**src/rtl/sysio_ctrl.sv**
```systemverilog
// 68000-side system I/O controller: control/priority latches, sound-command handshake, VBLANK IRQ,
// watchdog and input read mux. Define INPUT_SYNC_EN to add 2-flop synchronisers on p_in/coin/service.
module sysio_ctrl #(
  parameter int unsigned NUM_PLAYERS = 4,
  parameter int unsigned WDOG_BITS   = 20,
  parameter int unsigned WDOG_PULSE  = 16
) (
  input  logic                     clk_main,
  input  logic                     reset,
  input  logic                     io_we,
  input  logic                     io_re,
  input  logic [3:0]               io_addr,
  input  logic [7:0]               io_din,
  output logic [7:0]               io_dout,
  input  logic [8*NUM_PLAYERS-1:0] p_in,
  input  logic [3:0]               coin,
  input  logic [3:0]               service,
  input  logic [7:0]               dip1,
  input  logic [7:0]               dip2,
  input  logic [3:0]               dip3,
  input  logic                     nvblk,
  output logic                     ipl_n,
  output logic                     rmrd,
  output logic                     int_en,
  output logic                     snd_on,
  output logic [1:0]               coin_counter,
  output logic [1:0]               pri,
  output logic [7:0]               snd_cmd,
  output logic                     snd_irq,
  input  logic                     snd_ack,
  output logic                     wdog_rst
);

  localparam logic [7:0] PulseLast = 8'(WDOG_PULSE - 1);

  logic [7:0]           io_dout_q, io_dout_d;
  logic [7:0]           snd_cmd_q, snd_cmd_d;
  logic [1:0]           pri_q, pri_d;
  logic [1:0]           cc_q, cc_d;
  logic                 rmrd_q, rmrd_d;
  logic                 int_en_q, int_en_d;
  logic                 snd_on_q, snd_on_d;
  logic                 snd_irq_q, snd_irq_d;
  logic                 ovr_q, ovr_d;
  logic                 ipl_n_q, ipl_n_d;
  logic                 wdog_rst_q, wdog_rst_d;
  logic [WDOG_BITS-1:0] wdog_cnt_q, wdog_cnt_d;
  logic [7:0]           pulse_q, pulse_d;
  logic [2:0]           vb_q;

  logic [8*NUM_PLAYERS-1:0] p_src;
  logic [3:0]               coin_src, service_src;

`ifdef INPUT_SYNC_EN
  logic [8*NUM_PLAYERS-1:0] p_s1_q, p_s2_q;
  logic [3:0]               coin_s1_q, coin_s2_q, svc_s1_q, svc_s2_q;

  // Reset to all-ones so released inputs read as inactive straight out of reset.
  always_ff @(posedge clk_main or posedge reset) begin
    if (reset) begin
      p_s1_q    <= '1;
      p_s2_q    <= '1;
      coin_s1_q <= '1;
      coin_s2_q <= '1;
      svc_s1_q  <= '1;
      svc_s2_q  <= '1;
    end else begin
      p_s1_q    <= p_in;
      p_s2_q    <= p_s1_q;
      coin_s1_q <= coin;
      coin_s2_q <= coin_s1_q;
      svc_s1_q  <= service;
      svc_s2_q  <= svc_s1_q;
    end
  end

  assign p_src       = p_s2_q;
  assign coin_src    = coin_s2_q;
  assign service_src = svc_s2_q;
`else
  assign p_src       = p_in;
  assign coin_src    = coin;
  assign service_src = service;
`endif

  logic [7:0] rd_data;

  always_comb begin
    rd_data = 8'hFF;
    case (io_addr)
      4'd0:    rd_data = {service_src, coin_src};
      4'd8:    rd_data = dip1;
      4'd9:    rd_data = dip2;
      4'd10:   rd_data = {4'h0, dip3};
      4'd11:   rd_data = {6'b0, ovr_q, snd_irq_q};
      default: begin
        for (int i = 0; i < NUM_PLAYERS; i++) begin
          if (io_addr == 4'(i + 1)) rd_data = p_src[8*i +: 8];
        end
      end
    endcase
  end

  logic snd_wr, kick, ovr_clr, vb_fall;

  assign snd_wr  = io_we && (io_addr == 4'd1);
  assign kick    = io_we && (io_addr == 4'd2);
  assign ovr_clr = io_we && (io_addr == 4'd11);
  // vb_q[1] is the synchronised nvblk, vb_q[2] its previous value.
  assign vb_fall = vb_q[2] && !vb_q[1];

  always_comb begin
    io_dout_d  = io_dout_q;
    snd_cmd_d  = snd_cmd_q;
    pri_d      = pri_q;
    cc_d       = cc_q;
    rmrd_d     = rmrd_q;
    int_en_d   = int_en_q;
    snd_on_d   = snd_on_q;
    snd_irq_d  = snd_irq_q;
    ovr_d      = ovr_q;
    ipl_n_d    = ipl_n_q;
    wdog_rst_d = wdog_rst_q;
    wdog_cnt_d = wdog_cnt_q;
    pulse_d    = pulse_q;

    if (io_re) io_dout_d = rd_data;

    if (io_we) begin
      case (io_addr)
        4'd0: begin
          rmrd_d   = io_din[7];
          int_en_d = io_din[5];
          snd_on_d = io_din[3];
          cc_d     = io_din[1:0];
        end
        4'd1:    snd_cmd_d = io_din;
        4'd3:    pri_d     = io_din[3:2];
        default: ;
      endcase
    end

    // A CPU write beats a same-cycle Z80 ack; overwriting an unread command flags overrun.
    if (snd_wr) begin
      snd_irq_d = 1'b1;
      if (snd_irq_q && !snd_ack) ovr_d = 1'b1;
    end else if (snd_ack) begin
      snd_irq_d = 1'b0;
    end
    if (ovr_clr) ovr_d = 1'b0;

    if (!int_en_q)    ipl_n_d = 1'b1;
    else if (vb_fall) ipl_n_d = 1'b0;

    // Counter parks at all-ones during the pulse; kicks are ignored until it ends.
    if (wdog_rst_q) begin
      if (pulse_q == 8'd0) begin
        wdog_rst_d = 1'b0;
        wdog_cnt_d = '0;
      end else begin
        pulse_d = pulse_q - 8'd1;
      end
    end else if (kick) begin
      wdog_cnt_d = '0;
    end else begin
      wdog_cnt_d = wdog_cnt_q + WDOG_BITS'(1);
      if (wdog_cnt_d == '1) begin
        wdog_rst_d = 1'b1;
        pulse_d    = PulseLast;
      end
    end
  end

  always_ff @(posedge clk_main or posedge reset) begin
    if (reset) begin
      io_dout_q  <= 8'h00;
      snd_cmd_q  <= 8'h00;
      pri_q      <= 2'b00;
      cc_q       <= 2'b00;
      rmrd_q     <= 1'b0;
      int_en_q   <= 1'b0;
      snd_on_q   <= 1'b0;
      snd_irq_q  <= 1'b0;
      ovr_q      <= 1'b0;
      ipl_n_q    <= 1'b1;
      wdog_rst_q <= 1'b0;
      wdog_cnt_q <= '0;
      pulse_q    <= 8'h00;
      vb_q       <= 3'b111;
    end else begin
      io_dout_q  <= io_dout_d;
      snd_cmd_q  <= snd_cmd_d;
      pri_q      <= pri_d;
      cc_q       <= cc_d;
      rmrd_q     <= rmrd_d;
      int_en_q   <= int_en_d;
      snd_on_q   <= snd_on_d;
      snd_irq_q  <= snd_irq_d;
      ovr_q      <= ovr_d;
      ipl_n_q    <= ipl_n_d;
      wdog_rst_q <= wdog_rst_d;
      wdog_cnt_q <= wdog_cnt_d;
      pulse_q    <= pulse_d;
      vb_q       <= {vb_q[1:0], nvblk};
    end
  end

  assign io_dout      = io_dout_q;
  assign snd_cmd      = snd_cmd_q;
  assign pri          = pri_q;
  assign coin_counter = cc_q;
  assign rmrd         = rmrd_q;
  assign int_en       = int_en_q;
  assign snd_on       = snd_on_q;
  assign snd_irq      = snd_irq_q;
  assign ipl_n        = ipl_n_q;
  assign wdog_rst     = wdog_rst_q;

endmodule

```
**config.mk**
```make
export PLATFORM = sky130hd
export DESIGN_NAME = sysio_ctrl
export DESIGN_NICKNAME = d
export VERILOG_FILES = /design/src/rtl/sysio_ctrl.sv
export SDC_FILE = /design/constraint.sdc
export NUM_CORES = 1
export LEC_CHECK = 0
export ABC_AREA = 1
export BUFFER_PORTS_ARGS = -buffer_cell sky130_fd_sc_hd__buf_2
export CAP_MARGIN = 20
export CORE_MARGIN = 2
export CORE_UTILIZATION = 58
export CTS_BUF_LIST = sky130_fd_sc_hd__clkbuf_2 sky130_fd_sc_hd__clkbuf_4 sky130_fd_sc_hd__clkbuf_8
export DETAILED_ROUTE_END_ITERATION = 10
export GPL_TIMING_DRIVEN = 1
export PLACE_DENSITY = 0.95
export SLEW_MARGIN = 20
export SYNTH_ARGS = -nofsm -noshare
export SYNTH_HDL_FRONTEND = slang
export SYNTH_SLANG_ARGS = --single-unit
```
**constraint.sdc**
```tcl
create_clock -name clk_main -period 2.8 [get_ports clk_main]
set_input_delay 0.42 -clock clk_main [delete_from_list [all_inputs] [get_ports clk_main]]
set_output_delay 0.42 -clock clk_main [all_outputs]
set_load 0.005 [all_outputs]
```
# Word-level counts from Yosys, hierarchy flattened
# Cells that the tools add are included.
dict set report totals {
  register_bits 58
  in_bits 78
  wordCells 70
}
dict set report classes {
  n_addsub 2
  eq_ne 13
  muxes 23
  n_reduce_logical 18
}
# op n
set ops {}
lappend ops {{8-bit 2-to-1 mux} 8}
lappend ops {{20-bit 2-to-1 mux} 3}
lappend ops {{8-bit one-hot mux with 5 select lines} 1}
lappend ops {{20-bit by 1-bit adder with 20-bit output, second input constant} 1}
lappend ops {{20-bit == test, second input constant} 1}
lappend ops {{4-bit == test, second input constant} 4}
lappend ops {{1-bit 2-to-1 mux} 11}
lappend ops {{4-bit by 2-bit == test with 1-bit output, second input constant} 2}
lappend ops {{8-bit logical NOT} 1}
lappend ops {{2-bit AND reduction} 4}
lappend ops {{2-bit nonzero test} 4}
lappend ops {{8-bit by 1-bit subtractor with 8-bit output, second input constant} 1}
lappend ops {{1-bit logical AND} 5}
lappend ops {{4-bit by 1-bit == test with 1-bit output, second input constant} 1}
lappend ops {{4-bit by 3-bit == test with 1-bit output, second input constant} 1}
lappend ops {{4-bit logical NOT} 1}
lappend ops {{2-bit by 1-bit != test with 1-bit output, second input constant} 2}
lappend ops {{2-bit != test, second input constant} 2}
lappend ops {{3-bit AND reduction} 1}
lappend ops {{1-bit logical NOT} 2}

# Depth between registers and ports, before layout
# Gate-level depths: netlist (run 1).
dict set report depth {
  ltp_word 6
  depth_mapped 14
  ltp_nobuf 14
}

# Least setup slack after synthesis (run 1)
# Ideal clock, no wire load.
dict set report synth_path {
  kind {register -> register}
  from {reg pulse_q[0]}
  to {reg wdog_cnt_q[19]}
  setup_time_ns 0.140
  arrival_ns 1.645
  required_ns 2.660
  slack_ns 1.014
  stages_incl_launch_ff 9
  path_buffers 1
  synth_period_minus_slack_ns 1.786
  path_cell_list {dfrtp_1 inv_1 ha_1 nand2_1 nor4_1 nand2_1 nand2_2 buf_2 o22ai_1}
}
dict set report synth_between {
  elab_chain_cells 2
}
# item line
set synth_rtl {}
lappend synth_rtl {{start: declaration} 48} ;# logic [7:0] pulse_q, pulse_d;
lappend synth_rtl {{start signal: assignment} 203} ;# pulse_q <= pulse_d;
lappend synth_rtl {{8-bit logical NOT} 157} ;# if (pulse_q == 8'd0) begin
lappend synth_rtl {{2-bit by 1-bit != test with 1-bit output (no line)} --}
lappend synth_rtl {{end signal: assignment} 202} ;# wdog_cnt_q <= wdog_cnt_d;
lappend synth_rtl {{end: declaration} 47} ;# logic [WDOG_BITS-1:0] wdog_cnt_q, wdog_cnt_d;
# Every way passes these cells.
# A chain may end at the register's enable or synchronous reset.

# Final worst setup path (run 1)
dict set report layout_path {
  from {reg pulse_q[0]}
  to {reg pulse_q[6]}
}
dict set report layout_between {
  elab_chain_cells 3
  elab_cells_between_ends 6
}
# item line
set layout_rtl {}
lappend layout_rtl {{8-bit by 1-bit subtractor with 8-bit output / 8-bit logical NOT (equally long branches)} {161, 157}}
lappend layout_rtl {{8-bit 2-to-1 mux / 2-bit != test (equally long branches)} --}
lappend layout_rtl {{8-bit 2-to-1 mux / 3-bit AND reduction (equally long branches)} --}
# Several ways; a longest one is shown, not always the timed one. The select of a mux whose other input is x is not followed.

==> run_results.csv, run 1 <==
group,metric,value,unit
logic_synthesis,synthCells,452,
final_layout,nNetsFinal,644,
setup_path,worstSetupPathType,"flop to flop",
pwr,power_frac_seq,46.0,%
routing,wire_per_inst,14.90,um
clock_network,postCtsSetupRepairBufs,0,
routing,vias_per_cell,5.642,
final_layout,fin_cells,640,
pwr,power_switching,0.0007180,W
setup_path,crit_required,3.03,ns
sta,fmax,448.5,MHz
sta,worst_pin_slew,0.7271,ns
logic_synthesis,synth_edf_count,0,
final_layout,multi_input_area,0.001733,mm^2
die,num_rows,27,
die,core,0.005608,mm^2
grt,grt.total_usage,31.16,%
clock_network,clk_pin_slew_worst_paths,0.07,ns
clock_network,cts_resized,0,
logic_synthesis,ys_dominant_reg_cell,"dfrtp_1",
clock_network,clk_latency,0.33,ns
logic_synthesis,ys_types,38,
clock_network,clock-root-buffer,"clkbuf_8",
logic_synthesis,synth_area,0.003410,mm^2
setup_path,start_kind,"flop",
clock_network,cts_made_buffers,9,
pwr,p_total,0.002287,W
sta,finalMaxSlewViolations,0,
pwr,p_int,0.001569,W
die,die_x,80.67,um
sta,fin_tns_setup,0,ns
sta,period_needed,2.230,ns
placement,place_congestion,0.8872,
pwr,p_sw_share,31.40,%
routing,dr_total_vias,3611,
grt,antenna_found_initial,0,
routing,firstDrtPassIters,5,
clock_network,htree_levels,3,
die,io_pins,104,
setup_path,cp-end-kind,"flop",
grt,grt-ovfl-total,0,
pwr,power_density,544.8,mW/mm^2
grt,grt_pass1_vias,3508,
logic_synthesis,synth_seq_cells,58,
logic_synthesis,synthesis.nets,533,
final_layout,layout_commonest_cell,"nand2_1",
setup_path,cp_max_fo,25,
min_path,min_path_type,"input port to flop",
sta,slew_headroom,51.53,%
sta,finClkSkew,0.004803,ns
logic_synthesis,ys_seq_area_share,42.72,%
clock_network,clock-sinks,58,
final_layout,syn_to_final_growth,23.12,%
pwr,power_leakage,2.079,nW
die,start_util,60.80,%
sta,finalHoldViolCount,0,
die,die_y,80.67,um
placement,dp_cells,624,
grt,grt_max_degree,59,
pwr,ir_drop,0.5325,mV
placement,place_hpwl,7.108,mm
logic_synthesis,avgSynthCellArea,7.543,um^2
sta,rsz0062_at_grt,"no",
grt,grt_first_pass_wirelength,15.47,mm
routing,routed_wl,9.537,mm
flow_run,drv_cap,0,
pwr,power.share.clock,32.8,%
pwr,share_comb_of_total_power,21.2,%
routing,drc,0,
clock_network,clockBufferDepth,2,
status,status,"finished clean",
setup_path,arrival,2.45,ns
clock_network,cts_tree,"done",
sta,setup_violations,0,
clock_network,hold_buffers,0,
logic_synthesis,async_flop_share,100.0,%
placement,portBuffers,103,
final_layout,drive_gt1_share,28.35,%
final_layout,nFillCells,436,
logic_synthesis,yosysWarningCount,0,
final_layout,final_cell_mix,"nand2_1 (127), buf_2 (103), dfrtp_1 (54)",
die,dieArea,0.006508,mm^2
routing,ant_nets,0,
routing,drtIter0Drc,279,
sta,finalCritPeriodShare,79.64,%
final_layout,seq_area,0.001456,mm^2
final_layout,diodes,0,
==> power groups by stage <==
stage | clock network, W | registers [W] | logic [W]
5_1_grt | 0.000795 | 0.00106 | 0.000544
3_5_place_dp | 0 | 0.00106 | 0.000478
2_1_floorplan | 0 | 0.00105 | 0.000284
3_3_place_gp | 0 | 0.00105 | 0.000456
4_1_cts | 0.000751 | 0.00105 | 0.000484
6_report | 0.000749 | 0.00105 | 0.000486
==> per-layer routing <==
layer,part of all wire [%],global-route usage (%),up-vias
met1,42,37.93,1669
li1,-,-,1730
met5,0,0,-
met2,48,52.08,170
met4,3.5,14.92,0
met3,6.5,7.191,42
==> cells in the mapped netlist (4+ instances only) <==
cell type	n	area (um^2)
a21oi_1	9	45.04
dfrtp_1	54	1351
dfstp_2	4	105.1
inv_1	51	191.4
nand2_1	127	476.7
nand2_2	15	93.84
nand3_1	33	165.2
nand4_1	7	43.79
nor2_1	32	120.1
nor2_2	5	31.28
nor2_4	5	56.30
nor3_1	4	20.02
o21ai_0	49	245.2
o22ai_1	17	106.4
==> worst paths after layout <==
check,start,depth (start not counted),slack (ns),end
worst max-delay path,pulse_q[0]$_DFFE_PP0P_,9,0.57,pulse_q[6]$_DFFE_PP0P_
worst min-delay path,nvblk,1,0.18,vb_q[0]$_DFF_PP1_
worst max register to register,pulse_q[0]$_DFFE_PP0P_,9,0.57,pulse_q[6]$_DFFE_PP0P_
worst min register to register,vb_q[0]$_DFF_PP1_,0,0.36,vb_q[1]$_DFF_PP1_
max in group asynchronous,reset,3,2.03,io_dout[5]$_DFFE_PP0P_
min in group asynchronous,reset,3,0.30,wdog_rst$_DFF_PP0_
==> per-stage QoR <==
stage	utilization, %	cell area (um^2)	setup WS, ns	hold WS (ns)
2_1_floorplan	-	3410	0.9586	0.3452
4_1_cts	74.86	4198	0.5904	0.1712
3_5_place_dp	71.49	4009	0.6122	0.3491
3_3_place_gp	71.49	4009	0.7434	0.3462
5_1_grt	74.86	4198	0.4352	0.1624
6_report	74.86	4198	0.5702	0.1800
==> kinds of logic after synthesis <==
kind of cell / Yosys count / synth area share (%)
AND/OR/NAND/NOR: 238 / 32.59
buffers and inverters: 58 / 6.459
flip-flops: 58 / 42.72
multiplexers: 2 / 0.6605
XOR/XNOR: 5 / 1.725
adder cells (fa/ha/maj): 3 / 1.101
AO/OA/AOI/OAI: 88 / 14.75
==> registers in the layout, indices dropped and copies added (netlist names), 2 cells and up <==
name          flops
wdog_cnt_q       20
io_dout           8
pulse_q           8
snd_cmd           8
vb_q              3
coin_counter      2
pri               2
==> layout make-up <==
class	instances	area share, %
tap	72	2.146
multi-input combinational	336	41.28
clock buffer	10	3.130
inverter	53	4.739
timing repair buffer	105	12.64
sequential	58	34.69
clock inverter	6	1.371
==> critical path: stages (launching register included) <==
cell	delay, ns
dfrtp_1	0.40
inv_1	0.08
ha_1	0.22
nand2_1	0.11
nor4_1	0.33
nand2_1	0.21
nand2_2	0.47
nand2_8	0.15
nand2_2	0.10
nand2_1	0.06
Power figures use the tool's default switching activity.
==> inputs of run 2 (changes only) <==
--- a/config.mk
+++ b/config.mk
@@ -5,15 +5,15 @@
 export SDC_FILE = /design/constraint.sdc
 export NUM_CORES = 1
 export LEC_CHECK = 0
-export ABC_AREA = 1
+export ABC_AREA = 0
 export BUFFER_PORTS_ARGS = -buffer_cell sky130_fd_sc_hd__buf_2
 export CAP_MARGIN = 20
 export CORE_MARGIN = 2
-export CORE_UTILIZATION = 58
+export CORE_UTILIZATION = 48
 export CTS_BUF_LIST = sky130_fd_sc_hd__clkbuf_2 sky130_fd_sc_hd__clkbuf_4 sky130_fd_sc_hd__clkbuf_8
 export DETAILED_ROUTE_END_ITERATION = 10
 export GPL_TIMING_DRIVEN = 1
-export PLACE_DENSITY = 0.95
+export PLACE_DENSITY = 0.91
 export SLEW_MARGIN = 20
 export SYNTH_ARGS = -nofsm -noshare
 export SYNTH_HDL_FRONTEND = slang
==> constraint.sdc (replaced) <==
create_clock -name clk_main -period 1.9 [get_ports clk_main]
set_input_delay 0.285 -clock clk_main [delete_from_list [all_inputs] [get_ports clk_main]]
set_output_delay 0.285 -clock clk_main [all_outputs]
set_load 0.005 [all_outputs]
==> run_results.csv, run 2 <==
group,metric,value,unit
status,status,"finished with violations",
status,violations,"hold timing",
routing,drc,0,
logic_synthesis,synthCells,346,
flow_run,drv_cap,0,
routing,drtIter0Drc,225,
final_layout,postLayoutCoreUtil,61.95,%
logic_synthesis,ys_types,52,
clock_network,cts_tree,"done",
setup_path,crit_required,2.12,ns
sta,finClkSkew,0.008213,ns
setup_path,slowest_stage,"dfrtp_1",
grt,grt_first_pass_wirelength,14.04,mm
routing,wire_per_inst,16.45,um
sta,finalMaxSlewViolations,0,
pwr,power_leakage,1.864,nW
die,start_util,48.69,%
sta,fmax,550.1,MHz
sta,finalCritPeriodShare,95.67,%
routing,ant_nets,0,
clock_network,cts_made_buffers,9,
die,dieArea,0.007452,mm^2
min_path,min_path_type,"input port to async pin",
final_layout,diodes,0,
grt,grt_max_degree,29,
routing,dr_total_vias,3170,
grt,antenna_found_initial,0,
logic_synthesis,avgSynthCellArea,9.402,um^2
final_layout,nFillCells,531,
setup_path,cp_cell_sequence,"ha_2 > nand3_2 > nor2_1 > xor2_1 > and4_2 > o31a_1",
sta,slew_headroom,61.99,%
clock_network,hold_buffers,0,
setup_path,worstSetupPathType,"flop to flop",
routing,firstDrtPassIters,5,
logic_synthesis,synth_area,0.003253,mm^2
final_layout,regMostFlops,"wdog_cnt_q",
final_layout,largest_reg_flops,20,
clock_network,clockBufferDepth,2,
clock_network,htree_levels,3,
sta,period_needed,1.818,ns
logic_synthesis,yosys.area.top_type,"dfrtp_1",
placement,place_hpwl,6.542,mm
sta,setup_violations,0,
setup_path,arrival,2.04,ns
logic_synthesis,ys_dominant_reg_cell,"dfrtp_1",
grt,grt_pass1_vias,3097,
grt,grt-ovfl-total,0,
routing,vias_per_cell,5.870,
die,io_pins,104,
logic_synthesis,synthesis.nets,427,
setup_path,cp_max_fo,7,
die,core,0.006681,mm^2
sta,finalHoldViolCount,2,
logic_synthesis,synth_top_area_share,41.54,%
die,die_y,86.33,um
logic_synthesis,ys_seq_area_share,44.77,%
setup_path,cp-end-kind,"flop",
placement,place_congestion,0.9271,
final_layout,drive_gt1_share,37.17,%
final_layout,syn_to_final_growth,27.23,%
logic_synthesis,synth_most_common_cell,"dfrtp_1",
routing,routed_wl,8.882,mm
grt,grt.total_usage,24.02,%
logic_synthesis,async_flop_share,100.0,%
pwr,power_density,821.4,mW/mm^2
logic_synthesis,synth_area_leaders,"dfrtp_1 (42%), o21ai_0 (6.3%), mux2_2 (5.2%)",
clock_network,clock-sinks,58,
final_layout,nNetsFinal,536,
pwr,ir_drop,0.5376,mV
die,die_x,86.33,um
placement,portBuffers,103,
die,num_rows,30,
clock_network,clk_pin_slew_worst_paths,0.07,ns
logic_synthesis,synth_seq_cells,58,
setup_path,crit_buf_inv,0,
clock_network,clock-root-buffer,"clkbuf_8",
clock_network,clk_latency,0.34,ns
setup_path,start_kind,"flop",
sta,timing.hold.ws,-0.004309,ns
pwr,p_total,0.003400,W
setup_path,critical-path-top-delay-family,"simple AND/OR/NAND/NOR gates",
sta,worst_pin_slew,0.5694,ns
clock_network,postCtsSetupRepairBufs,0,
setup_path,slowest_delay,0.46,ns
logic_synthesis,yosysWarningCount,0,
logic_synthesis,synthTopCellsByCount,"dfrtp_1 (54), o21ai_0 (41), nand2_1 (28), a21oi_1 (26), nor2_1 (23)",
final_layout,layout_commonest_cell,"buf_2",
logic_synthesis,synth_edf_count,0,
final_layout,final_cell_mix,"buf_2 (103), dfrtp_1 (54), o21ai_0 (40)",
## run 2: what timing repair did
item | CTS | global route
hold endpoints to repair | 0 | 0
gates resized for setup | 0 | 8
setup endpoints to repair | 0 | 12
## run 2: cells by family after synthesis
logic type               after synthesis  share of synthesized area, %
XOR/XNOR                              11                         2.961
AO/OA/AOI/OAI                        113                         21.42
AND/OR/NAND/NOR                      107                         17.96
multiplexers                          23                         7.654
buffers and inverters                 31                         4.077
flip-flops                            58                         44.77
adder cells (fa/ha/maj)                3                         1.154
## run 2: per-layer routing
| layer | track usage, % | up-vias | wire [um] |
|---|---|---|---|
| met1 | 26.20 | 1497 | 3336 |
| met2 | 44.20 | 151 | 4718 |
| li1 | - | 1497 | - |
| met5 | 0 | - | 0 |
| met4 | 11.08 | 0 | 207 |
| met3 | 5.143 | 25 | 621 |
## run 2: final cells by class
type	count	area, um^2	area share (%)
clock buffers	9	123.9	2.993
repair buffers	117	645.6	15.60
clock inverters	7	70.07	1.693
inverters	12	45.04	1.088
flip-flops and latches	58	1456	35.19
multi-input cells	257	1698	41.02
well taps	80	100.1	2.418
## run 2: worst reg2reg max path, stage by stage (launching register included)
cell	delay (ns)
dfrtp_1	0.46
ha_2	0.28
nand3_2	0.15
nor2_1	0.18
xor2_1	0.10
and4_2	0.27
o31a_1	0.25
## run 2: power by group
part           internal, W  switching [W]
Sequential         0.00142       0.000170
Clock             0.000601       0.000510
Combinational     0.000364       0.000339
## run 2: stage by stage
stage / cell area (um^2) / TNS, ns / instances / worst slack (ns)
after floorplan: 3253 / 0 / 346 / 0.1183
after global placement: 3911 / 0 / 524 / 0.1757
after detailed placement: 3911 / 0 / 524 / 0.05806
after CTS: 4105 / 0 / 540 / 0.03357
after global routing: 4139 / -0.005033 / 540 / -0.005033
final: 4139 / 0 / 540 / 0.08229
## run 2: final timing paths
path / cells after the start / from / slack (ns) / end
max: 6 / wdog_cnt_q[0]$_DFFE_PP0P_ / 0.08 / pulse_q[1]$_DFFE_PP0P_
min: 2 / reset / -0.004 / wdog_cnt_q[10]$_DFFE_PP0P_
max reg2reg: 6 / wdog_cnt_q[0]$_DFFE_PP0P_ / 0.08 / pulse_q[1]$_DFFE_PP0P_
min reg2reg: 0 / vb_q[0]$_DFF_PP1_ / 0.36 / vb_q[1]$_DFF_PP1_
max in group asynchronous: 3 / reset / 1.34 / wdog_cnt_q[19]$_DFFE_PP0P_
min in group clk_main: 1 / nvblk / 0.04 / vb_q[0]$_DFF_PP1_
